### src/rtl/score_bcd_counter.sv
// Packed-BCD game score keeper with best-score tracking.
// Feeds one 4-bit digit per 7-segment decoder, no binary conversion.
module score_bcd_counter #(
   parameter int DIGITS   = 3,
   parameter bit SATURATE = 1'b1
) (
   input  logic                  clk,
   input  logic                  reset,
   input  logic                  start,
   input  logic                  pass,
   input  logic                  game_over,
   output logic [4*DIGITS-1:0]   score_bcd,
   output logic [4*DIGITS-1:0]   best_bcd,
   output logic                  new_best,
   output logic                  overflow,
   output logic                  playing
);

   localparam int W = 4 * DIGITS;

   typedef enum logic [1:0] {
      IDLE = 2'd0,
      PLAY = 2'd1,
      OVER = 2'd2
   } state_t;

   state_t         state_q, state_d;
   logic [W-1:0]   score_q, score_d;
   logic [W-1:0]   best_q, best_d;
   logic           new_best_q, new_best_d;
   logic           overflow_q, overflow_d;
   logic           pass_q, pass_d;

   logic           inc;
   logic [W-1:0]   score_inc;
   logic           all_nines;
   logic           carry;

   // Ripple-carry BCD increment; carry out of the top digit means all-nines
   always_comb begin
      carry     = 1'b1;
      score_inc = score_q;
      for (int i = 0; i < DIGITS; i++) begin
         if (carry) begin
            if (score_q[4*i +: 4] == 4'd9) begin
               score_inc[4*i +: 4] = 4'd0;
            end else begin
               score_inc[4*i +: 4] = score_q[4*i +: 4] + 4'd1;
               carry = 1'b0;
            end
         end
      end
      all_nines = carry;
   end

   // Rising-edge detect on pass, only counted while playing
   assign inc = pass & ~pass_q & (state_q == PLAY);

   // Next-state and datapath: start beats game_over beats inc
   always_comb begin
      state_d    = state_q;
      score_d    = score_q;
      best_d     = best_q;
      new_best_d = new_best_q;
      overflow_d = overflow_q;
      pass_d     = pass;
      if (start) begin
         state_d    = PLAY;
         score_d    = '0;
         overflow_d = 1'b0;
         new_best_d = 1'b0;
      end else if (state_q == PLAY && game_over) begin
         state_d = OVER;
         // Packed BCD orders the same as its unsigned value
         if (score_q > best_q) begin
            best_d     = score_q;
            new_best_d = 1'b1;
         end
      end else if (inc) begin
         if (all_nines) begin
            overflow_d = 1'b1;
            score_d    = SATURATE ? score_q : '0;
         end else begin
            score_d = score_inc;
         end
      end
   end

   // State registers with asynchronous clear
   always_ff @(posedge clk or posedge reset) begin
      if (reset) begin
         state_q    <= IDLE;
         score_q    <= '0;
         best_q     <= '0;
         new_best_q <= 1'b0;
         overflow_q <= 1'b0;
         pass_q     <= 1'b0;
      end else begin
         state_q    <= state_d;
         score_q    <= score_d;
         best_q     <= best_d;
         new_best_q <= new_best_d;
         overflow_q <= overflow_d;
         pass_q     <= pass_d;
      end
   end

   assign score_bcd = score_q;
   assign best_bcd  = best_q;
   assign new_best  = new_best_q;
   assign overflow  = overflow_q;
   assign playing   = (state_q == PLAY);

endmodule
### config.mk
export PLATFORM = sky130hd
export DESIGN_NAME = score_bcd_counter
export DESIGN_NICKNAME = d
export VERILOG_FILES = /design/src/rtl/score_bcd_counter.sv
export SDC_FILE = /design/constraint.sdc
export NUM_CORES = 1
export LEC_CHECK = 0
export ABC_AREA = 1
export BUFFER_PORTS_ARGS = -buffer_cell sky130_fd_sc_hd__buf_2
export CAP_MARGIN = 20
export CORE_MARGIN = 2
export CORE_UTILIZATION = 43
export DETAILED_ROUTE_END_ITERATION = 10
export GPL_TIMING_DRIVEN = 0
export PLACE_DENSITY = 0.63
export RECOVER_POWER = 50
export SYNTH_ARGS = -nofsm -noshare
export SYNTH_HDL_FRONTEND = slang
export SYNTH_SLANG_ARGS = --single-unit
### constraint.sdc
create_clock -name clk -period 2.1 [get_ports clk]
set_clock_uncertainty 0.1 [all_clocks]
set_input_delay 0.105 -clock clk [delete_from_list [all_inputs] [get_ports clk]]
set_output_delay 0.105 -clock clk [all_outputs]
set_load 0.1 [all_outputs]
After elaboration in Yosys (flattened, before gate mapping) --
Cells that the tools add are included.
Storage, ports and cells: memories 0, RAM bits 0, ROM bits 0, register bits after elaboration 29, bits in latches 0, bits of input ports 5, logic and storage cells 58
Operators by class: $mul 0, div/mod/pow operators 0, equal/unequal tests 6, order comparisons 1, multiplexer cells 23, bitwise gates (word level) 4, reduce and logical (&&, ||, !) cells 13, shifts and indexed selects 0, add/subtract/negate cells 3
Operators with widths (number):
- 12-bit two-way mux | 4
- 4-bit two-way mux | 5
- 4-bit by 1-bit adder with 4-bit output (second input constant) | 3
- 4-bit equality test (second input constant) | 3
- 12-bit > comparator | 1
- 1-bit two-way mux | 12
- 2-bit nonzero test | 6
- 3-bit AND reduction | 3
- 4-bit AND reduction | 2
- 2-bit two-way mux | 2
- 2-bit inequality test (second input constant) | 2
- 1-bit bitwise AND | 2
- 2-bit by 1-bit equality test with 1-bit output (second input constant) | 1
- 1-bit inverter | 2
- 2-bit AND reduction | 1
- 1-bit logical AND | 1

Logic depth before layout (Yosys ltp) --
Gate-level depths: netlist (run 1).
depth in word-level cells 8, depth in mapped cells 13, gate-level depth less buffers 12

Least setup slack after synthesis (run 1) --
Ideal clock, no wire load.
kind register to register, start reg score_q[4], in the netlist score_bcd[4], end reg score_q[11], in the netlist score_bcd[11], required time 1880 ps, slack -213 ps, arrival 2092 ps, clock period less this slack 2313 ps, stages on the path, launching flop included 9, cells stage by stage dfrtp_1 ha_1 nand2_2 nor2_2 nand2_4 o21ai_4 nand3_4 nand2_1 nand2_1
On the way: cells in the longest elaborated chain, start to end 6, elaborated cells on any way between the ends 7
Ends and longest elaborated chain:
- from (decl) | RTL line 28 | logic [W-1:0] score_q, score_d;
- from (signal assigned) | RTL line 100 | score_q <= score_d;
- 4-bit equality test * | RTL line 45 | if (score_q[4*i +: 4] == 4'd9) begin
- 1-bit two-way mux * | RTL line 45
- 1-bit two-way mux * | RTL line 44 | if (carry) begin
- 1-bit two-way mux | RTL line 44
- 2-bit inequality test (no source line)
- 4-bit AND reduction (no source line) *
Mark *: on every way between the ends. The rest lies on a longest branch, timed or not. A chain may end at the register's enable or synchronous reset.

Worst setup path in the final report (run 1) --
start reg score_q[11], in the netlist score_bcd[11], end reg best_q[2], in the netlist best_bcd[2]
On the way: cells in the longest elaborated chain, start to end 2
Ends and longest elaborated chain:
- 12-bit > comparator | RTL line 75 | if (score_q > best_q) begin
- 3-bit AND reduction (no source line)
- to (signal assigned) | RTL line 101 | best_q <= best_d;
- to (decl) | RTL line 29 | logic [W-1:0] best_q, best_d;
No other way between the ends.

==> run_summary.xml, run 1 <==
<?xml version="1.0" encoding="UTF-8"?>
<metrics>
  <group name="drt">
    <metric name="route.final.wire_length" unit="mm">3.99</metric>
    <metric name="mean_number_of_vias_per_cell" unit="">4.81</metric>
    <metric name="detail_route.iter0.violations" unit="">55</metric>
    <metric name="post-route-drc-count" unit="">0</metric>
    <metric name="final_ant_viol_nets" unit="">0</metric>
    <metric name="via_count" unit="">1608</metric>
    <metric name="drtPass1Iterations" unit="">4</metric>
    <metric name="routed_wire_length_per_instance" unit="um">11.9</metric>
  </group>
  <group name="power_and_ir_drop">
    <metric name="clkPwrFrac" unit="%">17.4</metric>
    <metric name="power_density" unit="nW/um^2">1190</metric>
    <metric name="seq_power_share" unit="%">28.6</metric>
    <metric name="power.share.switching" unit="%">54.9</metric>
    <metric name="switchingPower" unit="mW">1.48</metric>
    <metric name="total_internal_power" unit="mW">1.22</metric>
    <metric name="power.static_leakage" unit="nW">1.24</metric>
    <metric name="irDropWorstVdd" unit="uV">693</metric>
    <metric name="power.share.combinational" unit="%">54.0</metric>
  </group>
  <group name="worst_setup_path">
    <metric name="worst_path_required_time" unit="ps">2200</metric>
    <metric name="timing.critical_path.slowest_stage_cell" unit="">sky130_fd_sc_hd__dfrtp_2</metric>
    <metric name="crit_path_cell_trace" unit="">ha_1, nand2_1, inv_1, nand2_1, nor2_1, nand2_1, nand3_2, buf_2, nand3_1, nand2_1</metric>
    <metric name="critical_path.endpoint_type" unit="">register</metric>
    <metric name="worst_path_largest_cell_delay" unit="ps">460</metric>
    <metric name="r2r_start" unit="">score_bcd[11]$_DFFE_PP0P_</metric>
    <metric name="cp_common_cell" unit="">sky130_fd_sc_hd__nand2_1</metric>
    <metric name="timing.critical_path.from_type" unit="">register</metric>
    <metric name="timing.critical_path.max_delay_family" unit="">simple AND/OR/NAND/NOR gates</metric>
    <metric name="worstPathBufferInverterCount" unit="">2</metric>
    <metric name="crit_arrival" unit="ps">1970</metric>
    <metric name="timing_worst_setup_path_type" unit="">register to register</metric>
    <metric name="setup.reg_to_reg.worst_slack" unit="ps">240</metric>
    <metric name="timing.critical_path.fanout_max" unit="">10</metric>
    <metric name="ff2ff_path_depth" unit="">10</metric>
    <metric name="timing.rr.end" unit="">best_bcd[2]$_DFFE_PP0P_</metric>
  </group>
  <group name="place">
    <metric name="routabilityCongestion" unit="">0.801</metric>
    <metric name="place_ws" unit="ps">247</metric>
    <metric name="port_buffers" unit="">30</metric>
    <metric name="dpl.hpwl" unit="mm">2.92</metric>
  </group>
  <group name="die">
    <metric name="floorplan.die.height" unit="um">70.9</metric>
    <metric name="dieWidth" unit="um">70.9</metric>
    <metric name="start_util" unit="%">44.4</metric>
    <metric name="design.die.area" unit="sq um">5020</metric>
    <metric name="floorplan.rows" unit="">24</metric>
    <metric name="design.portCount" unit="">32</metric>
    <metric name="core_area" unit="sq um">4320</metric>
  </group>
  <group name="global_route">
    <metric name="grt_pass1_wl" unit="mm">6.71</metric>
    <metric name="globalRouteTotalUtil" unit="%">17.2</metric>
    <metric name="use_met2" unit="%">26.3</metric>
    <metric name="antenna_found_initial" unit="">0</metric>
    <metric name="vias_in_the_first_global_route" unit="">1439</metric>
    <metric name="globalRoute.busiestLayer" unit="">met2</metric>
    <metric name="grt_start_max_net_pins" unit="">19</metric>
    <metric name="grt_remaining_overflow" unit="">0</metric>
    <metric name="met3_usage" unit="%">3.85</metric>
    <metric name="met1_track_demand_over_resource" unit="%">23.6</metric>
  </group>
  <group name="sta">
    <metric name="grt_setup_unrepaired" unit="">no</metric>
    <metric name="finalWorstPathRequiredPeriod" unit="ps">1860</metric>
    <metric name="maxClockFrequency" unit="MHz">537</metric>
    <metric name="hold_viol" unit="">0</metric>
    <metric name="max_slew.worst_pin.slew" unit="ps">1180</metric>
    <metric name="timing.max_slew.rel_slack" unit="%">21.8</metric>
    <metric name="final_min_period_over_clock_period" unit="%">88.8</metric>
    <metric name="report.final.setup_viol" unit="">0</metric>
    <metric name="postLayoutSetupSlackWorst" unit="ps">236</metric>
    <metric name="setup_total_negative_slack" unit="ps">0</metric>
    <metric name="final-max-slew-violation-count" unit="">0</metric>
  </group>
  <group name="clock_network">
    <metric name="postCtsSetupBuffers" unit="">0</metric>
    <metric name="tritoncts.num_buffers" unit="">5</metric>
    <metric name="clkTransAtPathRegs" unit="ps">60</metric>
    <metric name="cts-root-to-sink-buffers" unit="">2</metric>
    <metric name="tritoncts" unit="">done</metric>
    <metric name="cts-resized-gates" unit="">0</metric>
    <metric name="insertion_delay" unit="ps">280</metric>
    <metric name="cts-root-buf" unit="">sky130_fd_sc_hd__clkbuf_8</metric>
    <metric name="cts.sink_count" unit="">29</metric>
    <metric name="htree_levels" unit="">2</metric>
    <metric name="ctsHoldBuffers" unit="">2</metric>
  </group>
  <group name="yosys">
    <metric name="fraction_of_the_yosys_area_taken_by_sequential_cells" unit="%">37.8</metric>
    <metric name="synthesis.nets" unit="">264</metric>
    <metric name="syn_area" unit="sq um">1920</metric>
    <metric name="post_synthesis_share_of_cell_area_spent_on_full_adders_half_adders_and_majority_gates" unit="%">11.7</metric>
    <metric name="synth_warnings" unit="">0</metric>
    <metric name="synth_compound_gate_area_share" unit="%">5.34</metric>
    <metric name="xor_xnor_portion_of_the_synthesized_cell_area" unit="%">0.911</metric>
    <metric name="synthesis.instances" unit="">241</metric>
    <metric name="synth_top_family_by_area" unit="">simple AND/OR/NAND/NOR gates</metric>
    <metric name="synth.avg_cell_area" unit="sq um">7.97</metric>
    <metric name="postSynthRegisterBits" unit="">29</metric>
    <metric name="synth_cell_types" unit="">29</metric>
    <metric name="synthMuxAreaShare" unit="%">0</metric>
    <metric name="post_synthesis_simple_gate_area_fraction" unit="%">35.9</metric>
  </group>
  <group name="worst_hold_path">
    <metric name="min-delay-start" unit="">start</metric>
    <metric name="hp-class" unit="">input pin to register</metric>
    <metric name="hold_depth" unit="">2</metric>
    <metric name="hold_path_end" unit="">overflow$_DFFE_PP0P_</metric>
  </group>
  <group name="finish">
    <metric name="nNetsFinal" unit="">304</metric>
    <metric name="drive_gt1_share" unit="%">26.2</metric>
    <metric name="diodes" unit="">0</metric>
    <metric name="syn_to_final_growth" unit="%">18.0</metric>
    <metric name="final_core_utilization" unit="%">52.4</metric>
  </group>
  <group name="flow_run">
    <metric name="drv.max_cap_violation_count" unit="">0</metric>
  </group>
  <group name="run_status">
    <metric name="outcome" unit="">complete, no violations</metric>
  </group>
</metrics>
==> per-layer routing <==
metal	wire length [um]	share of wire, %
met5	0	0
met4	63	1.6
met3	195	4.9
met2	1760	44
met1	1970	49
==> final cells by class <==
class	instances	area [sq um]
fill	462	2060
inverter	35	131
timing repair buffer	33	169
tap	52	65.1
buffer	5	30.0
multi-input combinational	172	1030
clock buffer	8	90.1
sequential	29	754
==> metrics by stage <==
step           hold slack (ps)  area [sq um]  total power, mW  cells
6_report                  47.2          2270             2.71    334
5_1_grt                   65.1          2270             2.90    334
4_1_cts                   40.2          2300             2.76    334
3_5_place_dp              70.8          2190             2.27    324
3_3_place_gp               154          2170             2.25    323
2_1_floorplan             36.4          1950             1.99    241
==> sequential cells by signal, indices dropped and copies added (netlist names) <==
| name | flops |
|---|---|
| best_bcd | 12 |
| score_bcd | 12 |
| state_q | 2 |
| new_best | 1 |
| overflow | 1 |
| pass_q | 1 |
==> cells by family (layout without fill, tap and decap cells) <==
family / Yosys count / after routing
simple gates: 139 / 139
xor+xnor: 2 / 2
fa+ha+maj: 18 / 18
compound gates: 13 / 13
buf+inv: 40 / 81
flops: 29 / 29
==> power groups by stage <==
| stage | sequential, mW | combinational, mW | clock (mW) |
|---|---|---|---|
| 6_report | 0.774 | 1.46 | 0.471 |
| 3_3_place_gp | 0.780 | 1.47 | 0 |
| 3_5_place_dp | 0.784 | 1.49 | 0 |
| 2_1_floorplan | 1.43 | 0.557 | 0 |
| 5_1_grt | 0.790 | 1.59 | 0.515 |
| 4_1_cts | 0.774 | 1.49 | 0.487 |
==> Yosys cell counts, drive strengths merged <==
| cell type | count | area (sq um) |
|---|---|---|
| a21oi | 5 | 25.0 |
| inv | 35 | 131 |
| dfrtp | 29 | 726 |
| o21a | 1 | 7.51 |
| a21o | 1 | 7.51 |
| or2 | 1 | 6.26 |
| nor3b | 1 | 7.51 |
| o21bai | 1 | 7.51 |
| nand2 | 80 | 330 |
| xnor2 | 1 | 8.76 |
| buf | 5 | 30.0 |
| xor2 | 1 | 8.76 |
| nor2 | 23 | 135 |
| nand3 | 25 | 148 |
| ha | 18 | 225 |
| nand4 | 9 | 62.6 |
| o21ai | 5 | 55.1 |
==> cells in the final DEF, fill, tap and decap left out, types with 2 or more instances in the layout <==
| cell | n |
|---|---|
| sky130_fd_sc_hd__nand2_1 | 74 |
| sky130_fd_sc_hd__inv_1 | 34 |
| sky130_fd_sc_hd__dfrtp_2 | 23 |
| sky130_fd_sc_hd__buf_2 | 22 |
| sky130_fd_sc_hd__nand3_1 | 22 |
| sky130_fd_sc_hd__nor2_1 | 18 |
| sky130_fd_sc_hd__ha_1 | 18 |
| sky130_fd_sc_hd__clkbuf_1 | 13 |
| sky130_fd_sc_hd__nand4_1 | 8 |
| sky130_fd_sc_hd__dfrtp_1 | 6 |
| sky130_fd_sc_hd__clkbuf_8 | 6 |
| sky130_fd_sc_hd__a21oi_1 | 5 |
| sky130_fd_sc_hd__nor2_4 | 3 |
| sky130_fd_sc_hd__nand2_2 | 3 |
| sky130_fd_sc_hd__nand2_4 | 3 |
| sky130_fd_sc_hd__o21ai_4 | 2 |
| sky130_fd_sc_hd__nand3_2 | 2 |
| sky130_fd_sc_hd__buf_4 | 2 |
| sky130_fd_sc_hd__o21ai_2 | 2 |
| sky130_fd_sc_hd__dlygate4sd3_1 | 2 |
==> worst register-to-register path, stage by stage (launching register included) <==
cell,delay [ps]
sky130_fd_sc_hd__dfrtp_2,460
sky130_fd_sc_hd__ha_1,320
sky130_fd_sc_hd__nand2_1,70
sky130_fd_sc_hd__inv_1,50
sky130_fd_sc_hd__nand2_1,50
sky130_fd_sc_hd__nor2_1,140
sky130_fd_sc_hd__nand2_1,80
sky130_fd_sc_hd__nand3_2,90
sky130_fd_sc_hd__buf_2,260
sky130_fd_sc_hd__nand3_1,100
sky130_fd_sc_hd__nand2_1,80
==> worst max path at each step <==
| stage | slack (ps) | end | start | cells past startpoint |
|---|---|---|---|---|
| floorplan | 6 | best_bcd[0]$_DFFE_PP0P_ | best_bcd[0]$_DFFE_PP0P_ | 10 |
| global placement | 270 | best_bcd[8]$_DFFE_PP0P_ | score_bcd[11]$_DFFE_PP0P_ | 10 |
| detailed placement | 250 | best_bcd[8]$_DFFE_PP0P_ | score_bcd[11]$_DFFE_PP0P_ | 10 |
| CTS | 230 | best_bcd[8]$_DFFE_PP0P_ | score_bcd[11]$_DFFE_PP0P_ | 10 |
| global route | 9 | score_bcd[0]$_DFFE_PP0P_ | reset | 4 |
| finish | 240 | best_bcd[2]$_DFFE_PP0P_ | score_bcd[11]$_DFFE_PP0P_ | 10 |
(Power assumes the default switching activity.)
==> inputs of run 2 (changes only) <==
--- a/config.mk
+++ b/config.mk
@@ -8,7 +8,7 @@
 export ABC_AREA = 1
 export BUFFER_PORTS_ARGS = -buffer_cell sky130_fd_sc_hd__buf_2
 export CAP_MARGIN = 20
-export CORE_MARGIN = 2
+export CORE_MARGIN = 5
 export CORE_UTILIZATION = 43
 export DETAILED_ROUTE_END_ITERATION = 10
 export GPL_TIMING_DRIVEN = 0
==> constraint.sdc (replaced) <==
create_clock -name clk -period 2 [get_ports clk]
set_clock_uncertainty 0.1 [all_clocks]
set_input_delay 0.1 -clock clk [delete_from_list [all_inputs] [get_ports clk]]
set_output_delay 0.1 -clock clk [all_outputs]
set_load 0.1 [all_outputs]
==> run_summary.xml, run 2 (same netlist as run 1, synthesis figures left out) <==
<?xml version="1.0" encoding="UTF-8"?>
<metrics>
  <group name="die">
    <metric name="start_util" unit="%">44.1</metric>
    <metric name="design.portCount" unit="">32</metric>
    <metric name="floorplan.rows" unit="">24</metric>
    <metric name="floorplan.die.height" unit="um">76.9</metric>
    <metric name="core_area" unit="sq um">4350</metric>
    <metric name="design.die.area" unit="sq um">5910</metric>
    <metric name="dieWidth" unit="um">76.9</metric>
  </group>
  <group name="finish">
    <metric name="drive_gt1_share" unit="%">29.2</metric>
    <metric name="stdcell_count" unit="">340</metric>
    <metric name="syn_to_final_growth" unit="%">22.3</metric>
    <metric name="layout_common_cells" unit="">74 x sky130_fd_sc_hd__nand2_1, 34 x sky130_fd_sc_hd__inv_1, 22 x sky130_fd_sc_hd__nand3_1, 22 x sky130_fd_sc_hd__dfrtp_2, 21 x sky130_fd_sc_hd__buf_2</metric>
    <metric name="diodes" unit="">0</metric>
    <metric name="nNetsFinal" unit="">310</metric>
    <metric name="most_common_cell_after_layout_fill_and_taps_aside" unit="">sky130_fd_sc_hd__nand2_1</metric>
  </group>
  <group name="power_and_ir_drop">
    <metric name="irDropWorstVdd" unit="uV">765</metric>
    <metric name="fin_total_pwr" unit="mW">2.93</metric>
    <metric name="power.static_leakage" unit="nW">1.28</metric>
    <metric name="power_density" unit="nW/um^2">1250</metric>
  </group>
  <group name="worst_setup_path">
    <metric name="worstPathBufferInverterCount" unit="">4</metric>
    <metric name="critical_path.startpoint" unit="">best_bcd[11]$_DFFE_PP0P_</metric>
    <metric name="timing.critical_path.max_delay_family" unit="">simple AND/OR/NAND/NOR gates</metric>
    <metric name="setup.reg_to_reg.worst_slack" unit="ps">150</metric>
    <metric name="worst_path_largest_cell_delay" unit="ps">480</metric>
    <metric name="cp_common_cell" unit="">sky130_fd_sc_hd__nand2_1</metric>
    <metric name="crit_path_cell_trace" unit="">inv_1, ha_1, nand2_1, inv_1, nand2_1, nor2_2, nand2_1, nand2_1, inv_2, buf_2, nand3_1, nand2_1</metric>
    <metric name="timing.critical_path.slowest_stage_cell" unit="">sky130_fd_sc_hd__dfrtp_4</metric>
    <metric name="critical_path.endpoint_type" unit="">register</metric>
    <metric name="crit_arrival" unit="ps">1960</metric>
    <metric name="timing.critical_path.from_type" unit="">register</metric>
    <metric name="timing.critical_path.fanout_max" unit="">10</metric>
    <metric name="timing_worst_setup_path_type" unit="">register to register</metric>
    <metric name="worst_path_required_time" unit="ps">2110</metric>
    <metric name="r2r_start" unit="">best_bcd[11]$_DFFE_PP0P_</metric>
  </group>
  <group name="drt">
    <metric name="mean_number_of_vias_per_cell" unit="">4.81</metric>
    <metric name="via_count" unit="">1636</metric>
    <metric name="post-route-drc-count" unit="">0</metric>
    <metric name="route.final.wire_length" unit="mm">4.29</metric>
    <metric name="routed_wire_length_per_instance" unit="um">12.6</metric>
    <metric name="detail_route.iter0.violations" unit="">47</metric>
    <metric name="drtPass1Iterations" unit="">4</metric>
    <metric name="final_ant_viol_nets" unit="">0</metric>
  </group>
  <group name="sta">
    <metric name="hold_ws" unit="ps">55.3</metric>
    <metric name="report.final.setup_viol" unit="">0</metric>
    <metric name="final_min_period_over_clock_period" unit="%">92.5</metric>
    <metric name="max_slew.worst_pin.slew" unit="ps">1170</metric>
    <metric name="maxClockFrequency" unit="MHz">540</metric>
    <metric name="final-max-slew-violation-count" unit="">0</metric>
    <metric name="timing.max_slew.rel_slack" unit="%">22.5</metric>
    <metric name="finalWorstPathRequiredPeriod" unit="ps">1850</metric>
    <metric name="hold_viol" unit="">0</metric>
  </group>
  <group name="clock_network">
    <metric name="clkTransAtPathRegs" unit="ps">60</metric>
    <metric name="tritoncts" unit="">done</metric>
    <metric name="htree_levels" unit="">2</metric>
    <metric name="cts-root-to-sink-buffers" unit="">2</metric>
    <metric name="tritoncts.num_buffers" unit="">5</metric>
    <metric name="cts-root-buf" unit="">sky130_fd_sc_hd__clkbuf_8</metric>
    <metric name="cts.sink_count" unit="">29</metric>
    <metric name="insertion_delay" unit="ps">280</metric>
  </group>
  <group name="worst_hold_path">
    <metric name="min-delay-start" unit="">start</metric>
    <metric name="hp-class" unit="">input pin to register</metric>
  </group>
  <group name="place">
    <metric name="port_buffers" unit="">30</metric>
    <metric name="routabilityCongestion" unit="">0.817</metric>
    <metric name="dpl.cell_count" unit="">324</metric>
    <metric name="dpl.hpwl" unit="mm">3.05</metric>
  </group>
  <group name="global_route">
    <metric name="antenna_found_initial" unit="">0</metric>
    <metric name="grt_remaining_overflow" unit="">0</metric>
    <metric name="grt_pass1_wl" unit="mm">7.49</metric>
    <metric name="vias_in_the_first_global_route" unit="">1614</metric>
    <metric name="globalRouteTotalUtil" unit="%">15.4</metric>
    <metric name="grt_start_max_net_pins" unit="">20</metric>
  </group>
  <group name="run_status">
    <metric name="outcome" unit="">complete, no violations</metric>
  </group>
  <group name="flow_run">
    <metric name="drv.max_cap_violation_count" unit="">0</metric>
  </group>
</metrics>
==> run 2: final timing paths <==
check	endpoint	cells past startpoint
setup / recovery	best_bcd[2]$_DFFE_PP0P_	12
max in group asynchronous	score_bcd[3]$_DFFE_PP0P_	4
min in group asynchronous	best_bcd[11]$_DFFE_PP0P_	3
hold reg to reg	new_best$_DFFE_PP0P_	2
setup reg to reg	best_bcd[2]$_DFFE_PP0P_	12
hold / removal	overflow$_DFFE_PP0P_	2
==> run 2: worst reg2reg max path, delay by kind of cell, from the launching register on <==
kind	cells	cell delay, ps
AND/OR/NAND/NOR	7	530
flip-flops	1	480
buffers and inverters	4	440
adder cells (fa/ha/maj)	1	240
==> run 2: layout make-up <==
cell class              count  area [sq um]
inverters                  35           131
well taps                  52          65.1
plain buffers               5          36.3
repair buffers             39           229
flip-flops and latches     29           761
clock buffers               8          90.1
multi-input cells         172          1040
fillers                   415          2000
==> run 2: power breakdown <==
part           switching (mW)  total, mW  internal [mW]
logic                    1.27       1.62          0.352
clock network           0.217      0.497          0.280
registers               0.106      0.816          0.710
==> run 2: layer usage <==
metal / global-route usage [%] / part of all wire [%] / vias to the layer above
li1: - / - / 852
met1: 21.7 / 50 / 753
met2: 22.9 / 45 / 24
met3: 3.04 / 3.1 / 7
met4: 5.94 / 1.6 / 0
met5: 0 / 0 / -
==> run 2: per-stage QoR <==
step                      area [sq um]  util [%]  setup TNS (ps)  setup WS [ps]
after floorplan                   1960         -               0           8.19
after global placement            2170      49.9               0            169
after detailed placement          2200      50.5               0            155
after CTS                         2310      53.0               0            133
after global routing              2350      54.0           -70.2          -35.4
final                             2350      54.0               0            150
==> run 2: timing repair <==
item / 4_1_cts / 5_1_grt
hold buffers: 2 / 0
endpoints found under the setup margin: 0 / 11
hold endpoints to repair: 11 / 0
buffers inserted: 0 / 6
resized for setup: 0 / 3
==> inputs of run 3 (changes only) <==
--- a/config.mk
+++ b/config.mk
@@ -11,7 +11,7 @@
 export CORE_MARGIN = 5
 export CORE_UTILIZATION = 43
 export DETAILED_ROUTE_END_ITERATION = 10
-export GPL_TIMING_DRIVEN = 0
+export GPL_TIMING_DRIVEN = 1
 export PLACE_DENSITY = 0.63
 export RECOVER_POWER = 50
 export SYNTH_ARGS = -nofsm -noshare
==> run_summary.xml, run 3 (same netlist as run 1, synthesis figures left out) <==
<?xml version="1.0" encoding="UTF-8"?>
<metrics>
  <group name="run_status">
    <metric name="outcome" unit="">complete, no violations</metric>
  </group>
  <group name="die">
    <metric name="core_area" unit="sq um">4350</metric>
    <metric name="floorplan.die.height" unit="um">76.9</metric>
    <metric name="floorplan.rows" unit="">24</metric>
    <metric name="start_util" unit="%">44.1</metric>
    <metric name="design.die.area" unit="sq um">5910</metric>
    <metric name="dieWidth" unit="um">76.9</metric>
    <metric name="design.portCount" unit="">32</metric>
  </group>
  <group name="flow_run">
    <metric name="drv.max_cap_violation_count" unit="">0</metric>
  </group>
  <group name="clock_network">
    <metric name="tritoncts.num_buffers" unit="">5</metric>
    <metric name="insertion_delay" unit="ps">280</metric>
    <metric name="cts.sink_count" unit="">29</metric>
    <metric name="tritoncts" unit="">done</metric>
    <metric name="htree_levels" unit="">2</metric>
    <metric name="cts-root-buf" unit="">sky130_fd_sc_hd__clkbuf_8</metric>
    <metric name="clkTransAtPathRegs" unit="ps">60</metric>
    <metric name="postCtsSetupBuffers" unit="">0</metric>
    <metric name="cts-root-to-sink-buffers" unit="">2</metric>
  </group>
  <group name="worst_setup_path">
    <metric name="critical_path.endpoint_type" unit="">register</metric>
    <metric name="timing.critical_path.fanout_max" unit="">10</metric>
    <metric name="timing_worst_setup_path_type" unit="">register to register</metric>
    <metric name="worst_path_required_time" unit="ps">2070</metric>
    <metric name="crit_path_cell_trace" unit="">ha_1, nand2_1, inv_1, nand2_1, nor2_1, nand2_1, nand2_1, inv_2, buf_4, nand3_1, nand2_1</metric>
    <metric name="crit_arrival" unit="ps">1860</metric>
    <metric name="timing.critical_path.from_type" unit="">register</metric>
    <metric name="cp_common_cell" unit="">sky130_fd_sc_hd__nand2_1</metric>
    <metric name="worst_path_largest_cell_delay" unit="ps">470</metric>
    <metric name="timing.critical_path.slowest_stage_cell" unit="">sky130_fd_sc_hd__dfrtp_2</metric>
  </group>
  <group name="drt">
    <metric name="post-route-drc-count" unit="">0</metric>
    <metric name="routed_wire_length_per_instance" unit="um">12.5</metric>
    <metric name="route.final.wire_length" unit="mm">4.22</metric>
    <metric name="mean_number_of_vias_per_cell" unit="">4.83</metric>
    <metric name="final_ant_viol_nets" unit="">0</metric>
    <metric name="detail_route.iter0.violations" unit="">113</metric>
    <metric name="via_count" unit="">1627</metric>
    <metric name="drtPass1Iterations" unit="">4</metric>
  </group>
  <group name="place">
    <metric name="routabilityCongestion" unit="">0.771</metric>
    <metric name="port_buffers" unit="">31</metric>
    <metric name="detailed_place.area" unit="sq um">2210</metric>
    <metric name="dpl.hpwl" unit="mm">3.16</metric>
  </group>
  <group name="finish">
    <metric name="postLayoutCellArea" unit="sq um">2310</metric>
    <metric name="num-fill-cells" unit="">433</metric>
    <metric name="layout_common_cells" unit="">74 x sky130_fd_sc_hd__nand2_1, 34 x sky130_fd_sc_hd__inv_1, 22 x sky130_fd_sc_hd__nand3_1, 22 x sky130_fd_sc_hd__dfrtp_2, 20 x sky130_fd_sc_hd__buf_2</metric>
    <metric name="drive_gt1_share" unit="%">28.4</metric>
    <metric name="syn_to_final_growth" unit="%">20.2</metric>
    <metric name="most_common_cell_after_layout_fill_and_taps_aside" unit="">sky130_fd_sc_hd__nand2_1</metric>
    <metric name="final_core_utilization" unit="%">53.0</metric>
    <metric name="nNetsFinal" unit="">307</metric>
    <metric name="diodes" unit="">0</metric>
  </group>
  <group name="global_route">
    <metric name="grt_start_max_net_pins" unit="">30</metric>
    <metric name="vias_in_the_first_global_route" unit="">1481</metric>
    <metric name="grt_pass1_wl" unit="mm">7.51</metric>
    <metric name="antenna_found_initial" unit="">0</metric>
    <metric name="globalRouteTotalUtil" unit="%">15.6</metric>
    <metric name="grt_remaining_overflow" unit="">0</metric>
  </group>
  <group name="sta">
    <metric name="finalWorstPathRequiredPeriod" unit="ps">1790</metric>
    <metric name="maxClockFrequency" unit="MHz">558</metric>
    <metric name="setup_total_negative_slack" unit="ps">0</metric>
    <metric name="final-max-slew-violation-count" unit="">0</metric>
    <metric name="timing.max_slew.rel_slack" unit="%">22.2</metric>
    <metric name="report.final.setup_viol" unit="">0</metric>
    <metric name="final_min_period_over_clock_period" unit="%">89.5</metric>
    <metric name="grt_setup_unrepaired" unit="">no</metric>
    <metric name="hold_viol" unit="">0</metric>
    <metric name="max_slew.worst_pin.slew" unit="ps">1170</metric>
  </group>
  <group name="power_and_ir_drop">
    <metric name="irDropWorstVdd" unit="uV">627</metric>
    <metric name="power_density" unit="nW/um^2">1260</metric>
    <metric name="power.static_leakage" unit="nW">1.27</metric>
  </group>
  <group name="worst_hold_path">
    <metric name="hp-class" unit="">input pin to register</metric>
  </group>
</metrics>
[run 3: where the power goes]
part | leakage, nW | internal, mW | switching (mW)
sequential | 0.351 | 0.710 | 0.0979
clock | 0.0542 | 0.311 | 0.226
combinational | 0.863 | 0.325 | 1.24
[run 3: final cells by class]
cell class                 count  area [sq um]  area share [%]
timing repair buffer          41           219            9.48
inverter                      35           131            5.69
clock buffer                   7          96.3            4.17
multi-input combinational    172          1030            44.7
clock inverter                 1          5.00           0.217
sequential                    29           761            32.9
tap                           52          65.1            2.82
[run 3: what timing repair did]
item / CTS / global route
resized for setup: 0 / 1
hold endpoints to repair: 30 / 0
setup endpoints to repair: 0 / 6
hold buffers: 2 / 0
[run 3: worst max-delay path, delay by kind of cell (launching register included)]
| family | cells | cell delay [ps] |
|---|---|---|
| adder cells (fa/ha/maj) | 1 | 300 |
| AND/OR/NAND/NOR | 7 | 520 |
| flip-flops | 1 | 470 |
| buffers and inverters | 3 | 300 |
[run 3: worst paths after layout]
kind	depth (start not counted)	endpoint	slack (ps)	startpoint
setup / recovery	11	best_bcd[9]$_DFFE_PP0P_	210	score_bcd[10]$_DFFE_PP0P_
hold / removal	2	overflow$_DFFE_PP0P_	40	start
setup reg to reg	11	best_bcd[9]$_DFFE_PP0P_	210	score_bcd[10]$_DFFE_PP0P_
hold reg to reg	1	state_q[1]$_DFFE_PP0P_	390	state_q[1]$_DFFE_PP0P_
max in group asynchronous	4	best_bcd[9]$_DFFE_PP0P_	800	reset
min in group asynchronous	4	best_bcd[11]$_DFFE_PP0P_	460	reset
[run 3: through the flow]
step | setup WS [ps] | std cells | power (mW) | hold slack, ps
after floorplan | 8.19 | 241 | 2.10 | 31.4
after CTS | 154 | 337 | 2.94 | 38.3
after global routing | 34.9 | 337 | 3.11 | 60.8
after detailed placement | 181 | 327 | 2.39 | 96.8
after global placement | 214 | 327 | 2.39 | 96.1
final | 209 | 337 | 2.91 | 43.0
[run 3: routing by layer]
metal	part of all wire, %	up-vias	GRT usage (%)
li1	-	848	-
met1	51	747	23.3
met4	1.0	0	3.67
met2	44	26	22.5
met5	0	-	0
met3	3.9	6	3.86
